## src/rtl/irq_ctrl.sv

```systemverilog
// irq_ctrl -- interrupt controller sitting behind the timer and the other
// bus devices. Device irq lines are latched into pending bits (edge or
// level mode per source), qualified by a per-source mask and a global
// enable, and the highest-priority one (lowest index) is presented to the
// CPU. A request/acknowledge/end-of-interrupt handshake follows.
//
// Ports:
//   clk      system clock, all state changes on its rising edge
//   rst      asynchronous active-low reset (0 = reset)
//   addr     register select: 00 MASK, 01 PEND, 10 ID/EOI, 11 MODE
//   we       write enable (level, sampled at posedge clk)
//   data_in  write data
//   data_out combinational read data of the addressed register
//   irq_in   device interrupt lines, bit 0 is the timer
//   cpu_irq  registered interrupt request to the CPU
//   irq_id   registered id of the requested / in-service source
//   cpu_ack  one-cycle CPU acknowledge of cpu_irq
module irq_ctrl #(
  parameter int NUM_SRC = 6,
  parameter int ID_W    = 3
) (
  input  logic               clk,
  input  logic               rst,
  input  logic [3:2]         addr,
  input  logic               we,
  input  logic [31:0]        data_in,
  output logic [31:0]        data_out,
  input  logic [NUM_SRC-1:0] irq_in,
  output logic               cpu_irq,
  output logic [ID_W-1:0]    irq_id,
  input  logic               cpu_ack
);

  typedef enum logic [1:0] {
    IDLE    = 2'd0,
    REQ     = 2'd1,
    SERVICE = 2'd2
  } state_t;

  state_t state, state_next;

  logic [NUM_SRC-1:0] mask_en;
  logic               gie;
  logic [NUM_SRC-1:0] pend;
  logic [NUM_SRC-1:0] mode;
  logic [NUM_SRC-1:0] irq_prev;

  logic [NUM_SRC-1:0] active;
  logic [ID_W-1:0]    best;
  logic [NUM_SRC-1:0] id_onehot;
  logic               id_active;
  logic [NUM_SRC-1:0] set_vec;
  logic [NUM_SRC-1:0] w1c_vec;
  logic [NUM_SRC-1:0] ack_clr;
  logic [NUM_SRC-1:0] pend_next;
  logic               cpu_irq_next;
  logic [ID_W-1:0]    irq_id_next;
  logic               in_service;
  logic               mask_wr, pend_wr, eoi, mode_wr;

  // Register bits beyond the implemented sources carry no state.
  logic unused_data;
  assign unused_data = ^data_in[30:NUM_SRC];

  assign mask_wr    = we && (addr == 2'b00);
  assign pend_wr    = we && (addr == 2'b01);
  assign eoi        = we && (addr == 2'b10);
  assign mode_wr    = we && (addr == 2'b11);
  assign in_service = (state == SERVICE);

  assign active = gie ? (pend & mask_en) : '0;

  // Edge-mode sources set on a rising line, level-mode sources set every
  // cycle the line is high. Setting beats both W1C and the ack clear so a
  // fresh event is never lost.
  assign set_vec   = (mode & irq_in & ~irq_prev) | (~mode & irq_in);
  assign w1c_vec   = pend_wr ? data_in[NUM_SRC-1:0] : '0;
  assign ack_clr   = ((state == REQ) && cpu_ack) ? (id_onehot & mode) : '0;
  assign pend_next = (pend & ~w1c_vec & ~ack_clr) | set_vec;

  // Fixed priority: scanning downward leaves the lowest active index.
  always_comb begin
    best = '0;
    for (int i = NUM_SRC - 1; i >= 0; i--) begin
      if (active[i]) best = ID_W'(i);
    end
  end

  // Decode irq_id into a source vector without an out-of-range bit select.
  always_comb begin
    id_onehot = '0;
    for (int i = 0; i < NUM_SRC; i++) begin
      if (irq_id == ID_W'(i)) id_onehot[i] = 1'b1;
    end
  end

  assign id_active = |(id_onehot & active);

  always_comb begin
    data_out = '0;
    case (addr)
      2'b00: begin
        data_out[31]          = gie;
        data_out[NUM_SRC-1:0] = mask_en;
      end
      2'b01: data_out[NUM_SRC-1:0] = pend;
      2'b10: begin
        data_out[31]       = in_service;
        data_out[ID_W-1:0] = irq_id;
      end
      default: data_out[NUM_SRC-1:0] = mode;
    endcase
  end

  always_ff @(posedge clk or negedge rst) begin
    if (!rst) begin
      mask_en  <= '0;
      gie      <= 1'b0;
      mode     <= '0;
      pend     <= '0;
      irq_prev <= '0;
    end else begin
      if (mask_wr) begin
        mask_en <= data_in[NUM_SRC-1:0];
        gie     <= data_in[31];
      end
      if (mode_wr) mode <= data_in[NUM_SRC-1:0];
      pend     <= pend_next;
      irq_prev <= irq_in;
    end
  end

  always_ff @(posedge clk or negedge rst) begin
    if (!rst) begin
      state   <= IDLE;
      cpu_irq <= 1'b0;
      irq_id  <= '0;
    end else begin
      state   <= state_next;
      cpu_irq <= cpu_irq_next;
      irq_id  <= irq_id_next;
    end
  end

  // A request is withdrawn if its source stops being active before the
  // ack; an ack in the same cycle takes precedence. No preemption or
  // nesting: irq_id only changes when leaving IDLE.
  always_comb begin
    state_next   = state;
    cpu_irq_next = cpu_irq;
    irq_id_next  = irq_id;
    case (state)
      IDLE: begin
        if (|active) begin
          irq_id_next  = best;
          cpu_irq_next = 1'b1;
          state_next   = REQ;
        end
      end
      REQ: begin
        if (cpu_ack) begin
          cpu_irq_next = 1'b0;
          state_next   = SERVICE;
        end else if (!id_active) begin
          cpu_irq_next = 1'b0;
          state_next   = IDLE;
        end
      end
      SERVICE: begin
        cpu_irq_next = 1'b0;
        if (eoi) state_next = IDLE;
      end
      default: begin
        cpu_irq_next = 1'b0;
        state_next   = IDLE;
      end
    endcase
  end

endmodule

```

## config.mk

```make
export PLATFORM = sky130hd
export DESIGN_NAME = irq_ctrl
export DESIGN_NICKNAME = d
export VERILOG_FILES = /design/src/rtl/irq_ctrl.sv
export SDC_FILE = /design/constraint.sdc
export NUM_CORES = 1
export LEC_CHECK = 0
export ABC_AREA = 1
export CAP_MARGIN = 20
export CORE_MARGIN = 4
export CORE_UTILIZATION = 25
export DETAILED_ROUTE_END_ITERATION = 16
export GPL_ROUTABILITY_DRIVEN = 0
export GPL_TIMING_DRIVEN = 1
export PLACE_DENSITY = 0.54
export SETUP_SLACK_MARGIN = 0.1
export SKIP_LAST_GASP = 1
export SYNTH_ARGS = -nofsm -noshare
export SYNTH_HDL_FRONTEND = slang
export SYNTH_SLANG_ARGS = --single-unit
export TNS_END_PERCENT = 50
```

## constraint.sdc

```tcl
create_clock -name clk -period 1.36 [get_ports clk]
set_input_delay 0.272 -clock clk [delete_from_list [all_inputs] [get_ports clk]]
set_output_delay 0.272 -clock clk [all_outputs]
set_load 0.02 [all_outputs]
```

==> flow_summary.json <==
{
  "status": "finished with violations",
  "violations": "negative setup slack",
  "cts_buffers": 5,
  "critical_path_class": "reg -> out",
  "wl_met1_um": 2117,
  "powerDensity_nw_per_um2": 1366,
  "dr.pass1.iters": 4,
  "syn-instance-count": 216,
  "cp-end-kind": "output pin",
  "hold_path_class": "in -> async",
  "synth.largest_area_cell": "dfrtp_1",
  "core_um2": 6907,
  "start_kind": "flop",
  "clk_latency_ns": 0.29,
  "critical_path_peak_fanout": 2,
  "fin_skew_ns": 0.005866,
  "cp_top_family": "flip-flops",
  "rsz0062_at_grt": "yes",
  "grt_use_total_pct": 11.69,
  "critPathSlowestCell": "dfrtp_2",
  "synth_top_area_share_pct": 42.91,
  "report.final.slew_viol_count": 0,
  "viasPerCell": 4.145,
  "synth_commonest_cells": "47 x nand2_1, 31 x dfrtp_1, 25 x buf_4, 18 x o21ai_1",
  "hpwl_um": 3501,
  "p_leak_uw": 0.001291,
  "placementRows": 30,
  "drt-total-wl_um": 4998,
  "cp_slowest_stage_delay_ns": 0.42,
  "vias": 1633,
  "num_antenna_cells": 0,
  "clk_pin_slew_ns": 0.07,
  "grt-ovfl-total": 0,
  "synthTopCellsByArea": "dfrtp_1 43%, buf_4 10%, nand2_1 9.8%, o21ai_1 5.0%, o21ai_2 3.9%",
  "cts_sinks": 31,
  "cts_root_buffer": "clkbuf_8",
  "syn-cell-area_um2": 1808,
  "required_ns": 1.09,
  "drive_gt1_share_pct": 46.31,
  "power_uw": 3862,
  "pin_count": 80,
  "peakVddDrop_mv": 0.4295,
  "routedWlPerCell_um": 12.69,
  "synthArstFlopShare_pct": 100.0,
  "timing.hold.ws_ns": 0.3527,
  "finalWorstSetupSlack_ns": -0.1557,
  "finalCritPeriodShare_pct": 111.4,
  "synth_most_common_cell": "nand2_1",
  "path_cells": "inv_2, nor2_2, a221oi_2, o21ai_2, buf_6",
  "arrival_ns": 1.24,
  "yosysSeqAreaShare_pct": 42.91,
  "antenna_found_initial": 0,
  "initial_core_util_pct": 26.18,
  "antenna_violating_nets_post_route": 0,
  "grt_pass1_vias": 1650,
  "min_period_ns": 1.516,
  "top_layer_used": "met4",
  "synth_cell_types": 27,
  "clockBufferDepth": 2,
  "ys_ff_latch": 31,
  "synth_edf_count": 0,
  "regArea_um2": 778.2,
  "dieArea_um2": 8656,
  "portBuffers": 29,
  "n_fill_cell": 707,
  "cts_htree_levels": 2,
  "fin_nets": 341,
  "drtIter0Drc": 41,
  "pre_cts_slack_ns": -0.9499,
  "setup-violations-final": 6,
  "clock.fmax_ghz": 0.6598,
  "drcViolationCount": 0,
  "syn_avg_cell_area_um2": 8.370,
  "met3_length_um": 273,
  "critPathBufInv": 2,
  "cts_tree": "yes",
  "final_hold_viol_count": 0,
  "dieHeight_um": 93.04,
  "finalSetupTns_ns": -0.4113,
  "die_w_um": 93.04,
  "grt_max_degree": 32,
  "area_growth_pct": 56.40,
  "yosysWarnings": 0,
  "grt_pass1_wl_um": 7803,
  "multi_input_area_um2": 1032,
  "maxCapViolCount": 0,
  "synthFlopType": "dfrtp_1",
  "wl_met2_um": 2507
}
==> kinds of logic after synthesis <==
group	after synthesis	share of synthesized area, %
other	1	0.2074
flip-flops	31	42.91
multiplexers	1	0.8302
AO/OA/AOI/OAI	36	13.43
AND/OR/NAND/NOR	98	26.02
buffers and inverters	49	16.61
==> layout make-up <==
type	instances	area share, %
clock inverter	1	0.1770
clock buffer	7	2.699
tap	96	4.248
sequential	31	27.52
inverter	21	3.053
timing repair buffer	78	25.80
multi-input combinational	160	36.50
==> through the flow <==
step | cells | utilization [%] | instance area [um2]
5_1_grt | 394 | 40.94 | 2828
3_3_place_gp | 376 | 34.96 | 2415
6_report | 394 | 40.94 | 2828
2_1_floorplan | 240 | - | 1908
4_1_cts | 392 | 37.66 | 2601
3_5_place_dp | 376 | 34.96 | 2415
==> worst register-to-register path, delay by kind of cell (launching register included) <==
| kind | cells | cell delay [ns] |
|---|---|---|
| buffers and inverters | 1 | 0.17 |
| and+or+nand+nor | 5 | 0.47 |
| DFF | 1 | 0.39 |
| AOI/OAI and AO/OA | 1 | 0.17 |
==> final timing paths <==
check                             from           to  slack (ns)  cells after the start
max                          irq_id[0]  data_out[0]       -0.16                      5
min                                rst      mode[0]        0.35                      2
max reg2reg                        gie    irq_id[0]        0.10                      7
min reg2reg                irq_prev[5]      pend[5]        0.50                      3
max in group asynchronous          rst    irq_id[1]        0.81                      2
min in group clk               addr[3]     state[1]        0.38                      6
==> what timing repair did <==
| item | 4_1_cts | 5_1_grt |
|---|---|---|
| setup buffers | 9 | 3 |
| gates cloned | 0 | 0 |
| resized for setup | 76 | 55 |
| hold endpoints to repair | 0 | 0 |
| setup endpoints to repair | 33 | 19 |
| pin swaps | 6 | 14 |
| hold buffers | 0 | 0 |
==> power breakdown <==
group	switching [uW]	internal (uW)
clock network	350	359
logic	1090	861
registers	106	1090
==> registers in the layout, indices dropped and copies added, names as in the netlist <==
signal and flops:
cpu_irq 1, gie 1, irq_id 3, irq_prev 6, mask_en 6, mode 6, pend 6, state 2
==> layout by cell type, fill, tap and decap left out, types with 2 or more instances in the layout <==
| master | n |
|---|---|
| nand2_4 | 3 |
| conb_1 | 25 |
| o21ai_1 | 16 |
| nor2_2 | 7 |
| nand3_2 | 2 |
| nor2_1 | 8 |
| a221oi_2 | 2 |
| clkbuf_1 | 2 |
| buf_4 | 42 |
| buf_6 | 15 |
| inv_1 | 11 |
| clkdlybuf4s50_1 | 16 |
| nand2_1 | 35 |
| clkbuf_8 | 5 |
| o21ai_2 | 10 |
| nand3_1 | 5 |
| nand3_4 | 7 |
| buf_12 | 3 |
| dfrtp_2 | 2 |
| o211ai_1 | 2 |
| nand2_2 | 17 |
| nor3_1 | 5 |
| nor2_4 | 6 |
| dfrtp_1 | 29 |
| inv_2 | 8 |
==> per-layer routing <==
metal,track usage (%),vias up
met5,0,-
met4,4.396,0
met3,2.816,10
met2,19.38,48
met1,14.72,759
li1,-,816
Note: power is estimated with default switching activity, not from simulation.
==> RTL change 1, RTL diff (config.mk and constraints unchanged) <==
Set the parameter `ID_W` to 6 (it was 3).
--- a/src/rtl/irq_ctrl.sv
+++ b/src/rtl/irq_ctrl.sv
@@ -18,5 +18,5 @@
 module irq_ctrl #(
   parameter int NUM_SRC = 6,
-  parameter int ID_W    = 3
+  parameter int ID_W    = 6
 ) (
   input  logic               clk,
Interface: changed (resized irq_id); port bits go from 80 to 83. The function was not compared with the original's and may differ.
==> RTL change 1 against the unedited design <==
  * The run still ends with negative setup slack left
  * Wire length down 0.88%
  * Power down 1.8%
  * Setup slack better by 0.095 ns
  * Die area down 1.8%
  * Sequential cell count unchanged
  * First-iteration DRC count rose to 2.8 times the old value
  * Cell area down 5.4%
  * Synthesized area down 1.9%
  * Critical endpoint is now data_out[31]
==> RTL change 1: results <==
global_route:
  grt_first_pass_wirelength_um: 7548
sta:
  fin_skew_ns: 0.002977
  setup_slack_ns: -0.06099
  whs_ns: 0.3490
  setup_viol: 2
  final.setup.tns_ns: -0.06863
outcome:
  status: "complete, but fails checks"
  violations: "negative setup slack"
power:
  ir_worst_vdd_uv: 481.1
  switching_power_mw: 1.448
route:
  wl_per_cell_um: 12.67
  wl_met2_um: 2299
  drt_iter0_drc: 115
  met1Wirelength_um: 2222
layout:
  seq_share_pct: 28.99
  fin_cells: 391
  buffers: 72
  nMultiInputCombCells: 166
  drive_above_1_share_pct: 37.29
setup_path:
  r2r_setup_slack_ns: 0.04
  startpoint: "state[1]"
  reg2regPathDepth: 8
place:
  place_ws_ns: -0.9077
  place_inst: 375
synthesis:
  synth_area_leaders: "dfrtp_1 (44%), nand2_1 (12%), buf_4 (12%), o21ai_0 (4.5%), inv_1 (3.6%)"
  synthTopCellsByCount: "nand2_1 (57), dfrtp_1 (31), buf_4 (28)"
  ys_types: 26
floorplan:
  core-area_um2: 6832
[RTL change 1: cell types whose count changed in the layout (fill, tap and decap cells not counted), moves of 4 or more]
cell | before | now
nor2_2 | 7 | 3
nand2_1 | 35 | 49
o21ai_1 | 16 | 6
nand2_2 | 17 | 11
buf_6 | 15 | 7
o21ai_0 | 0 | 14
[RTL change 1: worst max-delay path, cell delays in order, from the launching register on]
cell and delay (ns):
dfrtp_1 0.39, inv_2 0.08, nor2_4 0.04, a22o_1 0.21, buf_6 0.14
[RTL change 1: cells by family after synthesis]
group	after synthesis	synth area share, %
other	1	0.2115
buffers and inverters	49	17.22
flip-flops	31	43.75
AND/OR/NAND/NOR	100	25.05
multiplexers	1	0.6351
AO/OA/AOI/OAI	37	13.13
[RTL change 1: layer usage]
layer | track usage (%) | up-vias
met5 | 0 | -
met4 | 4.827 | 0
met3 | 3.527 | 12
met1 | 15.33 | 771
met2 | 17.34 | 60
li1 | - | 807
==> RTL change 2, RTL diff (config.mk and constraints unchanged) <==
Without the edit above. Encoding of `state_t`: now one-hot (3 bits for 3 states).
--- a/src/rtl/irq_ctrl.sv
+++ b/src/rtl/irq_ctrl.sv
@@ -32,8 +32,8 @@
 );
 
-  typedef enum logic [1:0] {
-    IDLE    = 2'd0,
-    REQ     = 2'd1,
-    SERVICE = 2'd2
+  typedef enum logic [2:0] {
+    IDLE    = 3'b001,
+    REQ     = 3'b010,
+    SERVICE = 3'b100
   } state_t;
 
Behaviour: same outputs for any inputs over 4 cycles, from zero or initial values and one cycle with rst low; so few cycles prove little.
==> RTL change 2 against the unedited design <==
  * The run still ends with negative setup slack left
  * Clock power up 11%
  * Power up 0.31%
  * Sequential cell count up 1
  * Setup slack better by 0.029 ns
  * Synthesized area up 0.69%
  * Wire length down 0.42%
  * Cell area down 2.7%
  * Cell count up 1.5%
  * Sequential power up 3%
  * First-iteration DRC count rose to 2.5 times the old value
  * Register-to-register slack worse by 0.08 ns
  * Via count up 3.4%
  * Synthesized cell count up 3.7%
  * Critical path type unchanged
  * Highest routed layer unchanged
==> RTL change 2: results <==
clocking:
  clockRootBuffer: "clkbuf_8"
  cts_buffers: 5
  htree_num_levels: 2
route:
  wl_met3_um: 357
  met1Wirelength_um: 2202
  wl_met2_um: 2359
  vias_per_cell: 4.223
  drt_iter0_drc: 104
  routed_wl_um: 4977
setup_path:
  max_stage_delay_ns: 0.39
  r2r_setup_slack_ns: 0.02
  reg2regPathDepth: 8
  slowest_stage: "dfrtp_1"
  arrival_ns: 1.21
  crit_family: "flip-flops"
sta:
  fin_skew_ns: 0.007087
  setup_slack_ns: -0.1263
  setup_viol: 5
  whs_ns: 0.3630
  final.setup.tns_ns: -0.3685
global_route:
  grt_max_degree: 33
  antenna_found_initial: 0
  grt_use_total_pct: 11.38
  grt_first_pass_wirelength_um: 7741
  use_met2_pct: 18.76
  grt_pass1_vias: 1611
  met3_usage_pct: 2.574
  grt.met1_usage_pct: 15.17
place:
  dp_hpwl_um: 3550
  numPortBuffers: 29
  place_inst: 385
  placed_area_um2: 2435
  place_ws_ns: -0.8846
layout:
  drive_above_1_share_pct: 39.14
  regArea_um2: 802.0
  fin_cells: 400
  nNetsFinal: 348
  fill_cells: 692
power:
  pg_clk_mw: 0.785
  p_seq_share_pct: 31.9
  leakagePower_nw: 1.305
  ir_worst_vdd_uv: 493.8
  p_int_mw: 2.424
  switching_power_mw: 1.450
synthesis:
  synth-seq-area-share_pct: 44.05
  yosysWarnings: 0
  synthTopCellsByCount: "nand2_1 (55), dfrtp_1 (31), buf_4 (26)"
  synth_area_leaders: "dfrtp_1 (43%), nand2_1 (11%), buf_4 (11%), o21ai_0 (4.4%), inv_1 (3.9%)"
  ys_types: 30
  ys_async_sr_fraction_pct: 100.0
  synthFlopType: "dfrtp_1"
  avgSynthCellArea_um2: 8.127
hold_path:
  hold_class: "input port to asynchronous set/reset pin"
outcome:
  status: "complete, but fails checks"
  violations: "negative setup slack"
==> RTL change 2: area by class of cell <==
class | instances | share of cell area [%]
clock buffers | 7 | 3.502
well taps | 96 | 4.366
inverters | 21 | 2.865
flip-flops and latches | 32 | 29.15
multi-input cells | 167 | 34.79
repair buffers | 77 | 25.33
==> RTL change 2: logic make-up after synthesis <==
kind of cell	Yosys count	share of synthesized area, %
simple gates	104	26.12
mux	1	0.6185
buf+inv	49	16.29
compound gates	37	12.72
flops	32	44.06
other cells	1	0.2060
==> RTL change 2: timing repair <==
item / 4_1_cts / 5_1_grt
setup endpoints to repair: 35 / 23
gates resized for setup: 72 / 36
pin swaps: 11 / 18
setup buffers: 7 / 3
==> RTL change 2: path summary, 6_finish.rpt <==
| check | startpoint | to |
|---|---|---|
| setup reg to reg | state[0] | state[0] |
| max in group asynchronous | rst | state[0] |
| hold / removal | rst | gie |
| setup / recovery | irq_id[1] | data_out[1] |
| hold reg to reg | cpu_irq | cpu_irq |
| min in group clk | addr[3] | state[2] |
